## config.mk

```make
export PLATFORM = sky130hd
export DESIGN_NAME = err_compute
export DESIGN_NICKNAME = d
export VERILOG_FILES = /design/src/rtl/err_pkg.sv /design/src/rtl/err_saturate.sv /design/src/rtl/err_compute.sv
export SDC_FILE = /design/constraint.sdc
export NUM_CORES = 1
export LEC_CHECK = 0
export BUFFER_PORTS_ARGS = -buffer_cell sky130_fd_sc_hd__buf_2
export CORE_AREA = 5 5 82 103
export CTS_CLUSTER_DIAMETER = 150
export DETAILED_ROUTE_END_ITERATION = 8
export DIE_AREA = 0 0 87 108
export MAX_ROUTING_LAYER = met4
export PLACE_DENSITY = 0.87
export SLEW_MARGIN = 10
export SYNTH_ARGS = -nofsm -noshare
export SYNTH_HDL_FRONTEND = slang
export SYNTH_SLANG_ARGS = --single-unit
export TNS_END_PERCENT = 100
```

## constraint.sdc

```tcl
create_clock -name clk -period 5.3 [get_ports clk]
set_input_delay 0.795 -clock clk [delete_from_list [all_inputs] [get_ports clk]]
set_output_delay 0.795 -clock clk [all_outputs]
set_load 0.02 [all_outputs]
```

## src/rtl/err_pkg.sv

```systemverilog
// ----------------------------------------------------------------------------
// err_pkg
// Shared types and constants for the line-sensor error path: the sequencer
// state encoding, datapath widths and the per-channel position weights.
// No ports (package).
// ----------------------------------------------------------------------------
package err_pkg;

    localparam int ERR_W = 11;   // saturated error width
    localparam int ACC_W = 17;   // weighted accumulator width (signed)
    localparam int SUM_W = 15;   // unweighted sum width (unsigned)

    typedef enum logic [1:0] {
        IDLE,
        START,
        WAIT,
        DONE
    } state_t;

    // Outer sensors pull hardest; left half positive, right half negative.
    // Every magnitude is a power of two so the product reduces to a shift.
    localparam logic signed [4:0] WEIGHT [8] = '{
        5'sd8, 5'sd4, 5'sd2, 5'sd1, -5'sd1, -5'sd2, -5'sd4, -5'sd8
    };

endpackage

```

## src/rtl/err_saturate.sv

```systemverilog
// ----------------------------------------------------------------------------
// err_saturate
// Arithmetic right shift of a signed accumulator followed by a clamp to the
// ERR_W-bit signed range. Purely combinational; reusable by the P/D terms.
// Ports:
//   acc  in   ACC_W signed  accumulator value
//   err  out  ERR_W signed  (acc >>> SHIFT) clamped to [-2^(ERR_W-1), 2^(ERR_W-1)-1]
// ----------------------------------------------------------------------------
module err_saturate
    import err_pkg::*;
#(
    parameter int SHIFT = 4
) (
    input  logic signed [ACC_W-1:0] acc,
    output logic signed [ERR_W-1:0] err
);

    localparam logic signed [ACC_W-1:0] ERR_MAX = ACC_W'((1 <<< (ERR_W-1)) - 1);
    localparam logic signed [ACC_W-1:0] ERR_MIN = ACC_W'(-(1 <<< (ERR_W-1)));

    // >>> on a signed operand floors toward minus infinity.
    function automatic logic signed [ERR_W-1:0] shift_sat(input logic signed [ACC_W-1:0] v);
        logic signed [ACC_W-1:0] shifted;
        shifted = v >>> SHIFT;
        if (shifted > ERR_MAX)
            return ERR_MAX[ERR_W-1:0];
        else if (shifted < ERR_MIN)
            return ERR_MIN[ERR_W-1:0];
        else
            return shifted[ERR_W-1:0];
    endfunction

    assign err = shift_sat(acc);

endmodule

```

## src/rtl/err_compute.sv

```systemverilog
// ----------------------------------------------------------------------------
// err_compute
// Sequences the line-sensor A2D over NUM_CHNL channels, accumulates a
// weighted position error and an unweighted intensity sum, and publishes a
// saturated error plus line_present once per completed frame.
// Ports:
//   clk           in   1      system clock
//   rst_n         in   1      asynchronous active-low reset
//   go            in   1      frames start only while high
//   strt_cnv      out  1      one-cycle conversion request
//   chnnl         out  3      channel under conversion, held until cnv_cmplt
//   cnv_cmplt     in   1      conversion done; res valid this cycle
//   res           in   RES_W  unsigned conversion result
//   err_sat       out  11     signed saturated error, held between frames
//   err_vld       out  1      one-cycle pulse when err_sat/line_present update
//   line_present  out  1      frame sum reached LINE_THRES
// ----------------------------------------------------------------------------
module err_compute
    import err_pkg::*;
#(
    parameter int               NUM_CHNL   = 8,
    parameter int               RES_W      = 12,
    parameter int               ERR_SHIFT  = 4,
    parameter logic [SUM_W-1:0] LINE_THRES = 15'd64
) (
    input  logic                    clk,
    input  logic                    rst_n,
    input  logic                    go,
    output logic                    strt_cnv,
    output logic [2:0]              chnnl,
    input  logic                    cnv_cmplt,
    input  logic [RES_W-1:0]        res,
    output logic signed [ERR_W-1:0] err_sat,
    output logic                    err_vld,
    output logic                    line_present
);

    localparam logic [2:0] LAST_CH = 3'(NUM_CHNL - 1);

    state_t                  state;
    state_t                  nxt_state;
    logic signed [ACC_W-1:0] weighted;
    logic signed [ACC_W-1:0] weighted_nxt;
    logic        [SUM_W-1:0] sum;
    logic        [SUM_W-1:0] sum_nxt;
    logic signed [ERR_W-1:0] err_sat_nxt;

    // weight(ch) * r using only shifts and a conditional negate.
    function automatic logic signed [ACC_W-1:0] weight_term(input logic [2:0] ch,
                                                            input logic [RES_W-1:0] r);
        logic signed [4:0]       w;
        logic signed [4:0]       mag;
        logic signed [ACC_W-1:0] r_ext;
        logic signed [ACC_W-1:0] prod;
        w     = WEIGHT[ch];
        mag   = (w < 0) ? -w : w;
        r_ext = ACC_W'(r);
        case (mag)
            5'sd8:   prod = r_ext <<< 3;
            5'sd4:   prod = r_ext <<< 2;
            5'sd2:   prod = r_ext <<< 1;
            default: prod = r_ext;
        endcase
        return (w < 0) ? -prod : prod;
    endfunction

    assign weighted_nxt = weighted + weight_term(chnnl, res);
    assign sum_nxt      = sum + SUM_W'(res);

    // The clamp looks at the total including the last channel so err_sat is
    // already valid in the DONE cycle, alongside err_vld.
    err_saturate #(
        .SHIFT (ERR_SHIFT)
    ) u_sat (
        .acc (weighted_nxt),
        .err (err_sat_nxt)
    );

    always_comb begin
        nxt_state = state;
        case (state)
            IDLE:  if (go) nxt_state = START;
            START: nxt_state = WAIT;
            WAIT: begin
                // The A2D cannot be aborted: stay here until it reports back,
                // even if go has fallen.
                if (cnv_cmplt) begin
                    if (chnnl == LAST_CH) nxt_state = DONE;
                    else if (go)          nxt_state = START;
                    else                  nxt_state = IDLE;
                end
            end
            DONE:  nxt_state = go ? START : IDLE;
            default: nxt_state = IDLE;
        endcase
    end

    always_ff @(posedge clk or negedge rst_n) begin
        if (!rst_n) begin
            state        <= IDLE;
            strt_cnv     <= 1'b0;
            err_vld      <= 1'b0;
            chnnl        <= 3'd0;
            weighted     <= '0;
            sum          <= '0;
            err_sat      <= '0;
            line_present <= 1'b0;
        end else begin
            state    <= nxt_state;
            // Registered decodes of the next state: high exactly while in START/DONE.
            strt_cnv <= (nxt_state == START);
            err_vld  <= (nxt_state == DONE);
            case (state)
                IDLE, DONE: begin
                    weighted <= '0;
                    sum      <= '0;
                    if (go) chnnl <= 3'd0;
                end
                WAIT: begin
                    if (cnv_cmplt) begin
                        weighted <= weighted_nxt;
                        sum      <= sum_nxt;
                        if (chnnl == LAST_CH) begin
                            err_sat      <= err_sat_nxt;
                            line_present <= (sum_nxt >= LINE_THRES);
                        end else if (go) begin
                            chnnl <= chnnl + 3'd1;
                        end
                    end
                end
                default: ;
            endcase
        end
    end

endmodule

```

==> summary.txt <==
STA
  – TNS Setup: 0 ns
  – Final worst clock skew: 0.00877 ns
  – Final setup vio count: 0
  – Final hold viol count: 0
  – Pin slew with the least headroom to its limit: ~0.7 ns
  – Fmax: 196 MHz
  – Final Slew Violations: 0
  – Rel. slew slack: roughly half
  – Fin crit period: roughly 5.1 ns
  – Crit share post-route: 96.1%
  – Hold slack: approximately 0.49 ns

Power
  – Cell area power density: about 650 mW/mm^2
  – Max VDD drop: 0.331 mV
  – Leak: ~2.3 nW

Synthesis
  – Cell taking the most area after synthesis: dfrtp_1
  – Sequential area share after synthesis: 29.5%
  – Mean Syn Cell Area: 8.75 um^2
  – Top cell type's share of synthesized area: roughly 29%
  – Post-Syn Nets: 550
  – Cells after Synth: 495
  – Cell Area, Synth: 0.00433 mm^2
  – Yosys reg bits: 51
  – Count leader, synth: dfrtp_1
  – Commonest cells in the netlist: dfrtp_1, nand2_1, a21oi_1
  – Synth warn: 0
  – Top_reg_cell synth: dfrtp_1
  – Post-synth EDFFs: 0
  – Ys async rst share: 100%
  – Synth top area cells: dfrtp_1, ha_1, a21oi_1
  – Post-synth cell types: 67

Clock network
  – CTS tree: yes
  – # H-tree levels: 2
  – Clk root buf: clkbuf_8
  – Clk_lat worst skew: between 0.3 and 0.4 ns
  – Clock Sinks: 51
  – Clock slew seen by the registers of the worst setup and hold paths: ~0.1 ns
  – CTS Hold Buffers Added: 0
  – Clock Path Buffers: 2
  – CTS Buf Count: 5

Global route
  – GR Util All Layers: about a quarter
  – Vias in the first global route: between 3000 and 4000
  – GR Overflow Total: 0
  – First-pass GRT wire length: roughly 19000 um
  – Largest net degree at the start of global routing: 52
  – Antenna violations before repair: 0

Worst setup path
  – CP endpoint kind: flip-flop
  – CP max-delay cell: dfrtp_1
  – Startpoint Class: flip-flop
  – Reg2reg path depth: 24
  – Cells along the critical path: inv_1 -> ha_1 -> nand2b_2 -> o31ai_4 -> a21oi_1 -> a22o_1 -> inv_1 -> ha_1 -> inv_1 -> a2111oi_4 -> and2_1 -> a41o_1 -> xnor2_1 -> ha_1 -> inv_1 -> nor4b_2 -> a21o_1 -> o21ai_0 -> o21ai_2 -> buf_4 -> xnor3_1 -> buf_4 -> o21ai_1 -> a21oi_1
  – Crit-path max FO: 7
  – Kind of critical path: flip-flop to flip-flop
  – Req. time, crit path: around 5.5 ns
  – Crit path largest cell delay: around 0.4 ns
  – Critical Path Most Common Cell: inv_1
  – Critical path arrival: between 5 and 6 ns

Floorplanning
  – Core ar.: approximately 0.0073 mm^2
  – FP Rows: 35
  – Die Wd: slightly below 90 um
  – I/O pins: 33
  – Die height: 108 um
  – DIE AREA: around 0.0094 mm^2
  – Starting Density: roughly three fifths

Placement
  – # port buffers: 32
  – GPL Wtd Cong: slightly below 1
  – Final HPWL DP: roughly 8500 um

Routing
  – Number of detailed-route iterations in the first pass: 6
  – DRT antenna net count: 0
  – Routed WL per cell: roughly 18 um
  – WL final: between 10000 and 15000 um
  – Vias per std cell: 6.44
  – Remaining DRCs: 0
  – Vias: approximately 4000
  – DR iter-0 viols: 336

Min path
  – Hold path depth: 2
  – Worst hold path class: flip-flop to flip-flop

Finish
  – Area delta synth->final: 12.3%
  – NumNets Final: 598
  – Share of post-route cells with drive strength above 1: 18.2%
  – Antenna diodes: 0

Outcome
  – Status: completed

Flow run
  – MaxCap Viol Count: 0
-- timing repair --
item                                    CTS  global route
pin swaps                                 0             7
endpoints found under the setup margin    6            11
resized for setup                         2            11
buffers inserted                          0            10
gates cloned                              0             2
-- critical path: cells and delay by family, from the launching register on --
kind            cells  cell delay, ns
buf+inv             6            0.63
simple gates        3            0.76
compound gates     10            2.07
xor+xnor            2            0.38
fa+ha+maj           3            0.75
flops               1            0.40
-- path summary, 6_finish.rpt --
kind / slack [ns] / end / from
setup / recovery: 0.21 / err_sat[8] / chnnl[0]
hold / removal: 0.49 / sum[3] / sum[3]
setup reg to reg: 0.21 / err_sat[8] / chnnl[0]
hold reg to reg: 0.49 / sum[3] / sum[3]
max in group asynchronous: 4.26 / sum[4] / rst_n
min in group asynchronous: 0.57 / weighted[13] / rst_n
-- report_power, final --
| group | total (mW) | internal [mW] | switching [mW] |
|---|---|---|---|
| Clock | 0.247 | 0.107 | 0.140 |
| Sequential | 0.551 | 0.483 | 0.0678 |
| Combinational | 2.37 | 0.955 | 1.42 |
| Total | 3.17 | 1.54 | 1.62 |
-- registers in the layout, summed over array words and instances (netlist names) --
name          count
chnnl             3
err_sat          11
err_vld           1
line_present      1
state             2
strt_cnv          1
sum              15
weighted         17
-- layout make-up --
class | instances | area, um^2
Multi-Input combinational cell | 401 | 2930
Fill cell | 581 | 2450
Sequential cell | 51 | 1280
Timing Repair Buffer | 57 | 348
Tap cell | 92 | 115
Inverter | 27 | 101
Clock buffer | 6 | 82.6
Clock inverter | 2 | 13.8
-- kinds of logic after synthesis --
logic type	synth area share, %
AO/OA/AOI/OAI	29.0
XOR/XNOR	8.03
adder cells (fa/ha/maj)	11.6
buffers and inverters	5.05
flip-flops	29.5
multiplexers	1.44
AND/OR/NAND/NOR	15.4
-- cells in the final DEF (no fill, tap or decap), types with 4 or more instances in the layout --
| cell | Yosys | final |
|---|---|---|
| dfrtp_1 | 51 | 51 |
| nand2_1 | 50 | 50 |
| a21oi_1 | 41 | 41 |
| ha_1 | 37 | 36 |
| o21ai_0 | 37 | 35 |
| buf_2 | 1 | 32 |
| nor2_1 | 30 | 30 |
| inv_1 | 27 | 27 |
| buf_4 | 3 | 25 |
| xnor2_1 | 23 | 23 |
| a22o_1 | 22 | 22 |
| xor2_1 | 14 | 14 |
| o21ai_1 | 11 | 11 |
| nand2b_1 | 10 | 9 |
| nand3_1 | 9 | 9 |
| a211oi_1 | 7 | 7 |
| a21o_1 | 7 | 7 |
| a31oi_1 | 6 | 6 |
| clkbuf_8 | 0 | 6 |
| or2_2 | 6 | 5 |
| a222oi_1 | 5 | 5 |
| o31ai_1 | 5 | 5 |
| nand3b_1 | 4 | 4 |
| mux2i_1 | 4 | 4 |
| and3_1 | 4 | 4 |
| o22ai_1 | 4 | 4 |
| a22oi_1 | 4 | 4 |
| and2_1 | 5 | 4 |
| o21bai_1 | 4 | 4 |
-- per-stage QoR --
step	setup WS (ns)	power, mW	area (um^2)	cells	util [%]
floorplan	0.218	2.22	4330	495	-
global placement	0.169	2.67	4610	616	63.0
detailed placement	0.0159	2.74	4610	616	63.0
CTS	0.0167	3.00	4710	624	64.3
global route	-0.111	3.41	4870	636	66.5
finish	0.208	3.17	4870	636	66.5
-- routing by layer --
layer,global-route usage [%],wire length (um)
met1,28.0,4420
met2,44.1,6140
met3,3.58,598
met4,13.1,568
met5,-,0
No activity file was read; power rests on OpenSTA's default activity.
